$ cat config.mk
export PLATFORM = sky130hd
export DESIGN_NAME = instr_fetch_unit
export DESIGN_NICKNAME = d
export VERILOG_FILES = /design/src/rtl/mips_pkg.sv /design/src/rtl/instr_fetch_unit_if_id_reg.sv /design/src/rtl/instr_fetch_unit.sv
export SDC_FILE = /design/constraint.sdc
export NUM_CORES = 1
export LEC_CHECK = 0
export CAP_MARGIN = 20
export CELL_PAD_IN_SITES_DETAIL_PLACEMENT = 1
export CELL_PAD_IN_SITES_GLOBAL_PLACEMENT = 1
export CORE_UTILIZATION = 35
export CTS_BUF_LIST = sky130_fd_sc_hd__clkbuf_4
export DETAILED_ROUTE_END_ITERATION = 8
export PLACE_DENSITY = 0.77
export SLEW_MARGIN = 5
export SYNTH_ARGS = -nofsm -noshare
export SYNTH_HDL_FRONTEND = slang
export SYNTH_HIERARCHICAL = 1
export SYNTH_SLANG_ARGS = --single-unit
export TNS_END_PERCENT = 10
$ cat constraint.sdc
create_clock -name clk -period 7.3 [get_ports clk]
set_input_delay 1.095 -clock clk [delete_from_list [all_inputs] [get_ports clk]]
set_output_delay 1.095 -clock clk [all_outputs]
set_load 0.02 [all_outputs]
$ cat src/rtl/mips_pkg.sv
// Shared definitions for the MIPS-style pipeline front end and decode.
// Holds the NOP encoding, opcode/func constants and the fetch FSM state type.
package mips_pkg;

    localparam logic [31:0] NOP_INSTR = 32'h0000_0000;

    localparam logic [5:0] OP_RTYPE = 6'h00;
    localparam logic [5:0] OP_J     = 6'h02;
    localparam logic [5:0] OP_JAL   = 6'h03;
    localparam logic [5:0] OP_BEQ   = 6'h04;
    localparam logic [5:0] OP_BNE   = 6'h05;
    localparam logic [5:0] OP_ADDI  = 6'h08;
    localparam logic [5:0] OP_LW    = 6'h23;
    localparam logic [5:0] OP_SW    = 6'h2B;

    localparam logic [5:0] FN_JR    = 6'h08;
    localparam logic [5:0] FN_ADD   = 6'h20;
    localparam logic [5:0] FN_SUB   = 6'h22;
    localparam logic [5:0] FN_AND   = 6'h24;
    localparam logic [5:0] FN_OR    = 6'h25;
    localparam logic [5:0] FN_SLT   = 6'h2A;

    typedef enum logic [1:0] {
        RUN  = 2'd0,
        HOLD = 2'd1,
        KILL = 2'd2
    } fetch_state_t;

    // Sequential PC increment; wraps modulo 2^32.
    function automatic logic [31:0] pc_plus4(input logic [31:0] pc);
        return pc + 32'd4;
    endfunction

endpackage

$ cat src/rtl/instr_fetch_unit_if_id_reg.sv
// IF/ID pipeline register: valid, instruction and pc+4 of the fetched word.
// Flush (and reset) write an all-zero bubble; otherwise load or hold.
module if_id_reg
    import mips_pkg::*;
(
    input  logic        clk,
    input  logic        rst,
    input  logic        flush_i,
    input  logic        load_i,
    input  logic [31:0] instr_i,
    input  logic [31:0] pc4_i,
    output logic        valid_o,
    output logic [31:0] instr_o,
    output logic [31:0] pc4_o
);

    logic        valid_q;
    logic [31:0] instr_q;
    logic [31:0] pc4_q;

    // Bubble on reset/flush, capture on load, otherwise keep contents.
    always_ff @(posedge clk) begin
        if (rst || flush_i) begin
            valid_q <= 1'b0;
            instr_q <= NOP_INSTR;
            pc4_q   <= 32'h0;
        end else if (load_i) begin
            valid_q <= 1'b1;
            instr_q <= instr_i;
            pc4_q   <= pc4_i;
        end
    end

    assign valid_o = valid_q;
    assign instr_o = instr_q;
    assign pc4_o   = pc4_q;

endmodule

$ cat src/rtl/instr_fetch_unit.sv
// Pipeline front end: owns the PC, fetches over a req/ready handshake,
// applies redirects and stalls, and feeds decode through the IF/ID register.
module instr_fetch_unit
    import mips_pkg::*;
#(
    parameter logic [31:0] RESET_PC = 32'h0000_0000
) (
    input  logic        clk,
    input  logic        rst,
    input  logic        stall,
    input  logic        br_taken,
    input  logic [31:0] br_target,
    input  logic        jmp,
    input  logic [31:0] jmp_target,
    output logic        imem_req,
    output logic [31:0] imem_addr,
    input  logic [31:0] imem_rdata,
    input  logic        imem_ready,
    output logic [31:0] pc,
    output logic        if_id_valid,
    output logic [31:0] if_id_instr,
    output logic [31:0] if_id_pc4,
    output logic [5:0]  if_id_opcode,
    output logic [5:0]  if_id_func
);

    fetch_state_t state_q, state_d;
    logic [31:0]  pc_q, pc_d;
    logic [31:0]  tgt_q, tgt_d;
    logic [31:0]  hbuf_instr_q, hbuf_instr_d;
    logic [31:0]  hbuf_pc4_q, hbuf_pc4_d;
    logic         req_en_q;

    logic         redir;
    logic [31:0]  redir_tgt;
    logic         rdy;

    logic         id_flush;
    logic         id_load;
    logic [31:0]  id_instr;
    logic [31:0]  id_pc4;

    // Older EX branch wins over the younger ID jump.
    assign redir     = br_taken | jmp;
    assign redir_tgt = br_taken ? br_target : jmp_target;

    // The first cycle out of reset issues no request, so imem_req reads 0.
    assign imem_req  = req_en_q & (state_q != HOLD);
    assign imem_addr = pc_q;
    assign rdy       = imem_req & imem_ready;

    // State register: FSM state, PC, latched target and hold buffer.
    always_ff @(posedge clk) begin
        if (rst) begin
            state_q      <= RUN;
            pc_q         <= RESET_PC;
            tgt_q        <= RESET_PC;
            hbuf_instr_q <= NOP_INSTR;
            hbuf_pc4_q   <= 32'h0;
            req_en_q     <= 1'b0;
        end else begin
            state_q      <= state_d;
            pc_q         <= pc_d;
            tgt_q        <= tgt_d;
            hbuf_instr_q <= hbuf_instr_d;
            hbuf_pc4_q   <= hbuf_pc4_d;
            req_en_q     <= 1'b1;
        end
    end

    // Next-state and PC selection; redirect outranks stall everywhere.
    always_comb begin
        state_d      = state_q;
        pc_d         = pc_q;
        tgt_d        = tgt_q;
        hbuf_instr_d = hbuf_instr_q;
        hbuf_pc4_d   = hbuf_pc4_q;
        unique case (state_q)
            RUN: begin
                if (redir) begin
                    if (rdy || !imem_req) begin
                        pc_d = redir_tgt;
                    end else begin
                        tgt_d   = redir_tgt;
                        state_d = KILL;
                    end
                end else if (rdy) begin
                    pc_d = pc_plus4(pc_q);
                    if (stall) begin
                        hbuf_instr_d = imem_rdata;
                        hbuf_pc4_d   = pc_plus4(pc_q);
                        state_d      = HOLD;
                    end
                end
            end
            HOLD: begin
                if (redir) begin
                    pc_d         = redir_tgt;
                    hbuf_instr_d = NOP_INSTR;
                    hbuf_pc4_d   = 32'h0;
                    state_d      = RUN;
                end else if (!stall) begin
                    state_d = RUN;
                end
            end
            KILL: begin
                if (redir) begin
                    tgt_d = redir_tgt;
                end
                if (rdy) begin
                    pc_d    = redir ? redir_tgt : tgt_q;
                    state_d = RUN;
                end
            end
            default: begin
                state_d = RUN;
            end
        endcase
    end

    // IF/ID control: load a real word, insert a bubble, or hold.
    always_comb begin
        id_flush = 1'b0;
        id_load  = 1'b0;
        id_instr = imem_rdata;
        id_pc4   = pc_plus4(pc_q);
        unique case (state_q)
            RUN: begin
                id_flush = redir | (!rdy & !stall);
                id_load  = rdy & !stall & !redir;
            end
            HOLD: begin
                id_flush = redir;
                id_load  = !redir & !stall;
                id_instr = hbuf_instr_q;
                id_pc4   = hbuf_pc4_q;
            end
            KILL: begin
                id_flush = 1'b1;
            end
            default: begin
                id_flush = 1'b1;
            end
        endcase
    end

    if_id_reg u_if_id (
        .clk     (clk),
        .rst     (rst),
        .flush_i (id_flush),
        .load_i  (id_load),
        .instr_i (id_instr),
        .pc4_i   (id_pc4),
        .valid_o (if_id_valid),
        .instr_o (if_id_instr),
        .pc4_o   (if_id_pc4)
    );

    assign pc           = pc_q;
    assign if_id_opcode = if_id_instr[31:26];
    assign if_id_func   = if_id_instr[5:0];

endmodule

==> impl_metrics.yaml <==
timing:
  maxClockFrequency_mhz: 249
  holdWs_ns: 0.464
  final.setup_skew_ns: 0.0343
  tns_ns: 0
  final_setup_violation_count: 0
  timing.final.hold_violations: 0
  worst-slew-pin-transition_ns: 1.02
  period_minus_slack_ns: 4.01
  slew-limit-headroom_pct: 32.1
  final.period_utilization_pct: 54.9
  grt_setup_unrepaired: "no"
  final_critical_path_setup_slack_ns: 3.29
  count_of_pins_over_their_slew_limit: 0
global_routing:
  grt_overflow_total: 0
  grt_use_total_pct: 23.2
  antenna_found_initial: 2
  via_count_of_the_first_global_routing_pass: 9979
  grt_start_max_net_pins: 73
  grt_pass1_wl_mm: 56.2
cts:
  cts-buffers-inserted: 17
  post_cts_setup_repair_bufs: 0
  ctsRootBufferMaster: "sky130_fd_sc_hd__clkbuf_4"
  clk_latency_ns: 0.63
  cts_tree: "done"
  cts.repair.resized: 0
  cts-htree-levels: 4
  clock_tree.buffer_depth: 2
  post_cts_clock_slew_at_the_launch_and_capture_registers_of_the_worst_setup_and_hold_paths_ns: 0.19
  cts_hold_repair.buffers: 0
  number_of_sinks_on_the_clock_net: 196
critical_path:
  cp_cell_sequence: "inv_1 > ha_2 > buf_4 > inv_2 > buf_4 > a21oi_1 > o31ai_1 > or2_2 > buf_4 > nor2_1"
  worst_ep_required_time_ns: 7.86
  crit_family: "buffers and inverters"
  critPathMaxStageDelay_ns: 0.69
  worst_path_most_repeated_cell: "sky130_fd_sc_hd__buf_4"
  critPathKind: "flip-flop to flip-flop"
  slowest_stage: "sky130_fd_sc_hd__ha_2"
  cp.buffers_inverters: 5
  timing.reg2reg.setup_slack_ns: 3.29
  reg2reg_depth: 10
  crit_path_end_kind: "flip-flop"
  timing.critical_path.from_type: "flip-flop"
  worstReg2RegStart: "state_q[1]"
  crit_path_max_fanout: 65
  worst_ep_arrival_time_ns: 4.57
  critical_path.reg2reg.endpoint: "u_if_id/instr_o[4]"
power:
  vdd_drop_max_mv: 0.141
  share_comb_of_total_power_pct: 46.8
  power-per-cell-area_nw_per_um2: 301
  static-leakage-power_uw: 0.00439
  netSwitchingFraction_pct: 45.8
  clkPwrFrac_pct: 16.0
  share_seq_of_total_power_pct: 37.2
  net-switching-power_uw: 1820
  cellInternalPower_uw: 2160
placement:
  place_congestion: 0.923
  io_buffer_count: 243
  detailed_place_hpwl_mm: 25.1
  placement.setup.worst_slack_ns: 2.99
  placed_cell_area_sq_um: 12900
synth:
  async_reset_ff_share_pct: 0
  ys_seq_area_share_pct: 37.0
  post_synth_instance_area_sq_um: 10600
  synth_area_leaders: "sky130_fd_sc_hd__dfxtp_1 37%, sky130_fd_sc_hd__mux2i_1 9.0%, sky130_fd_sc_hd__mux2_2 7.8%"
  yosysUniqueCellTypes: 69
  synth_edf_count: 0
  synthCells: 1240
  netlist.area_leader.share_pct: 37.0
  synth_seq_cells: 196
  synth.avg_cell_area_sq_um: 8.56
  ys.warnings.count: 6
  dominantRegCellSynth: "sky130_fd_sc_hd__dfxtp_1"
  synth.net_count: 1347
  post-synth-top-area-cell: "sky130_fd_sc_hd__dfxtp_1"
cells_and_area:
  final_design_area_no_fill_sq_um: 13200
  area.growth.synth_to_final_pct: 24.4
  final_nets: 1475
  layout-drive-gt1-share_pct: 10.7
die:
  floorplan.die.height_um: 176
  io-pin-count: 244
  design.die.area_sq_um: 31000
  design.core.area_sq_um: 29700
  die_width_um: 176
  initial_utilization_pct: 35.7
  fp-row-count: 63
worst_hold_path:
  holdCritPathClass: "flip-flop to flip-flop"
  hold-path-cell-count: 2
  hold_path_end: "hbuf_instr_q[4]"
  hold_path_startpoint: "hbuf_instr_q[4]"
routing:
  drtPass1Iterations: 5
  avgRoutedWirePerCell_um: 20.4
  post_drt_antenna_nets: 0
  route.vias.total: 9966
  drc: 0
  detail_route.vias_per_cell: 5.62
  first_iter_violations: 497
  totalWireLength_mm: 36.1
outcome:
  status: "finished, final reports clean"
flow_run:
  cap_violations: 0
==> sequential cells by signal (all words and copies together) (netlist names) <==
signal	flops
req_en_q	1
tgt_q	32
u_if_id/valid_o	1
hbuf_instr_q	32
imem_addr	32
hbuf_pc4_q	32
state_q	2
u_if_id/instr_o	32
u_if_id/pc4_o	32
==> worst min-delay path, delay by kind of cell (launching register included) <==
family / cells / cell delay (ns)
AOI/OAI and AO/OA: 1 / 0.05
and+or+nand+nor: 1 / 0.05
DFF: 1 / 0.35
==> cells in the mapped netlist (13+ instances only) <==
cell type,n
sky130_fd_sc_hd__dfxtp_1,196
sky130_fd_sc_hd__mux2i_1,95
sky130_fd_sc_hd__inv_1,15
sky130_fd_sc_hd__nor2_1,150
sky130_fd_sc_hd__nand2_1,86
sky130_fd_sc_hd__mux2_2,74
sky130_fd_sc_hd__o211ai_1,15
sky130_fd_sc_hd__buf_1,13
sky130_fd_sc_hd__clkbuf_1,71
sky130_fd_sc_hd__nand3_1,56
sky130_fd_sc_hd__nor3_1,27
sky130_fd_sc_hd__buf_4,44
sky130_fd_sc_hd__a32o_1,13
sky130_fd_sc_hd__a211oi_1,29
sky130_fd_sc_hd__a21oi_1,89
sky130_fd_sc_hd__o21ai_0,42
sky130_fd_sc_hd__xor2_1,13
==> placed cells by master (no fill, tap or decap), types with 8 or more instances in the layout <==
cell and count:
sky130_fd_sc_hd__a211oi_1 29, sky130_fd_sc_hd__a21oi_1 89, sky130_fd_sc_hd__a22oi_1 12, sky130_fd_sc_hd__a31oi_1 10, sky130_fd_sc_hd__a32o_1 13, sky130_fd_sc_hd__buf_4 19, sky130_fd_sc_hd__clkbuf_4 17, sky130_fd_sc_hd__clkdlybuf4s50_1 241
sky130_fd_sc_hd__clkinv_8 8, sky130_fd_sc_hd__dfxtp_1 196, sky130_fd_sc_hd__inv_1 14, sky130_fd_sc_hd__mux2_2 74, sky130_fd_sc_hd__mux2i_1 95, sky130_fd_sc_hd__nand2_1 86, sky130_fd_sc_hd__nand2b_1 11, sky130_fd_sc_hd__nand3_1 56
sky130_fd_sc_hd__nand4_1 12, sky130_fd_sc_hd__nor2_1 149, sky130_fd_sc_hd__nor3_1 27, sky130_fd_sc_hd__nor4_1 8, sky130_fd_sc_hd__o211ai_1 15, sky130_fd_sc_hd__o21ai_0 42, sky130_fd_sc_hd__o22ai_1 8, sky130_fd_sc_hd__or3_1 9
sky130_fd_sc_hd__xnor2_1 12, sky130_fd_sc_hd__xor2_1 13
==> layout make-up <==
class,instances,area (sq um)
Antenna cell,1,2.50
Fill cell,3453,16500
Multi-Input combinational cell,875,5830
Clock buffer,17,128
Inverter,16,60.1
Clock inverter,15,198
Timing Repair Buffer,262,2580
Sequential cell,196,3920
Tap cell,390,488
==> layer usage <==
| metal | part of all wire [%] | up-vias | wire length, um | track usage, % |
|---|---|---|---|---|
| li1 | - | 4670 | - | - |
| met1 | 43 | 4954 | 15600 | 29.2 |
| met2 | 48 | 294 | 17200 | 38.6 |
| met3 | 6.8 | 48 | 2440 | 5.45 |
| met4 | 2.5 | 0 | 891 | 7.61 |
| met5 | 0 | - | 0 | 0 |
==> worst max path at each step <==
stage / to / from / cells after the start / slack, ns
2_1_floorplan: imem_req / state_q[1] / 7 / 4.43
3_3_place_gp: hbuf_pc4_q[5] / jmp / 8 / 3.10
3_5_place_dp: tgt_q[13] / jmp / 8 / 2.99
4_1_cts: u_if_id/instr_o[4] / state_q[1] / 10 / 3.30
5_1_grt: u_if_id/instr_o[4] / state_q[1] / 10 / 3.05
6_report: u_if_id/instr_o[4] / state_q[1] / 10 / 3.29
==> cells by family (layout without fill, tap and decap cells) <==
kind of cell,after synthesis,after routing,share of synthesized area [%]
compound gates,272,272,16.8
xor+xnor,25,25,2.06
fa+ha+maj,5,5,0.589
buf+inv,169,310,8.53
flops,196,196,37.0
mux,170,170,16.9
other cells,0,1,0
simple gates,403,403,18.1
==> per-stage QoR <==
step / power, uW / cells / utilization (%)
detailed placement: 3360 / 1738 / 43.3
global placement: 3310 / 1738 / 43.3
floorplan: 2670 / 1240 / -
finish: 3980 / 1772 / 44.5
CTS: 4000 / 1770 / 44.4
global route: 4210 / 1772 / 44.5
==> power groups by stage <==
stage,clock (uW),combinational [uW],sequential [uW]
floorplan,0,1220,1460
finish,637,1860,1480
detailed placement,0,1850,1500
global placement,0,1820,1490
global route,699,2000,1500
CTS,658,1860,1480
No activity file was read; power rests on OpenSTA's default activity.
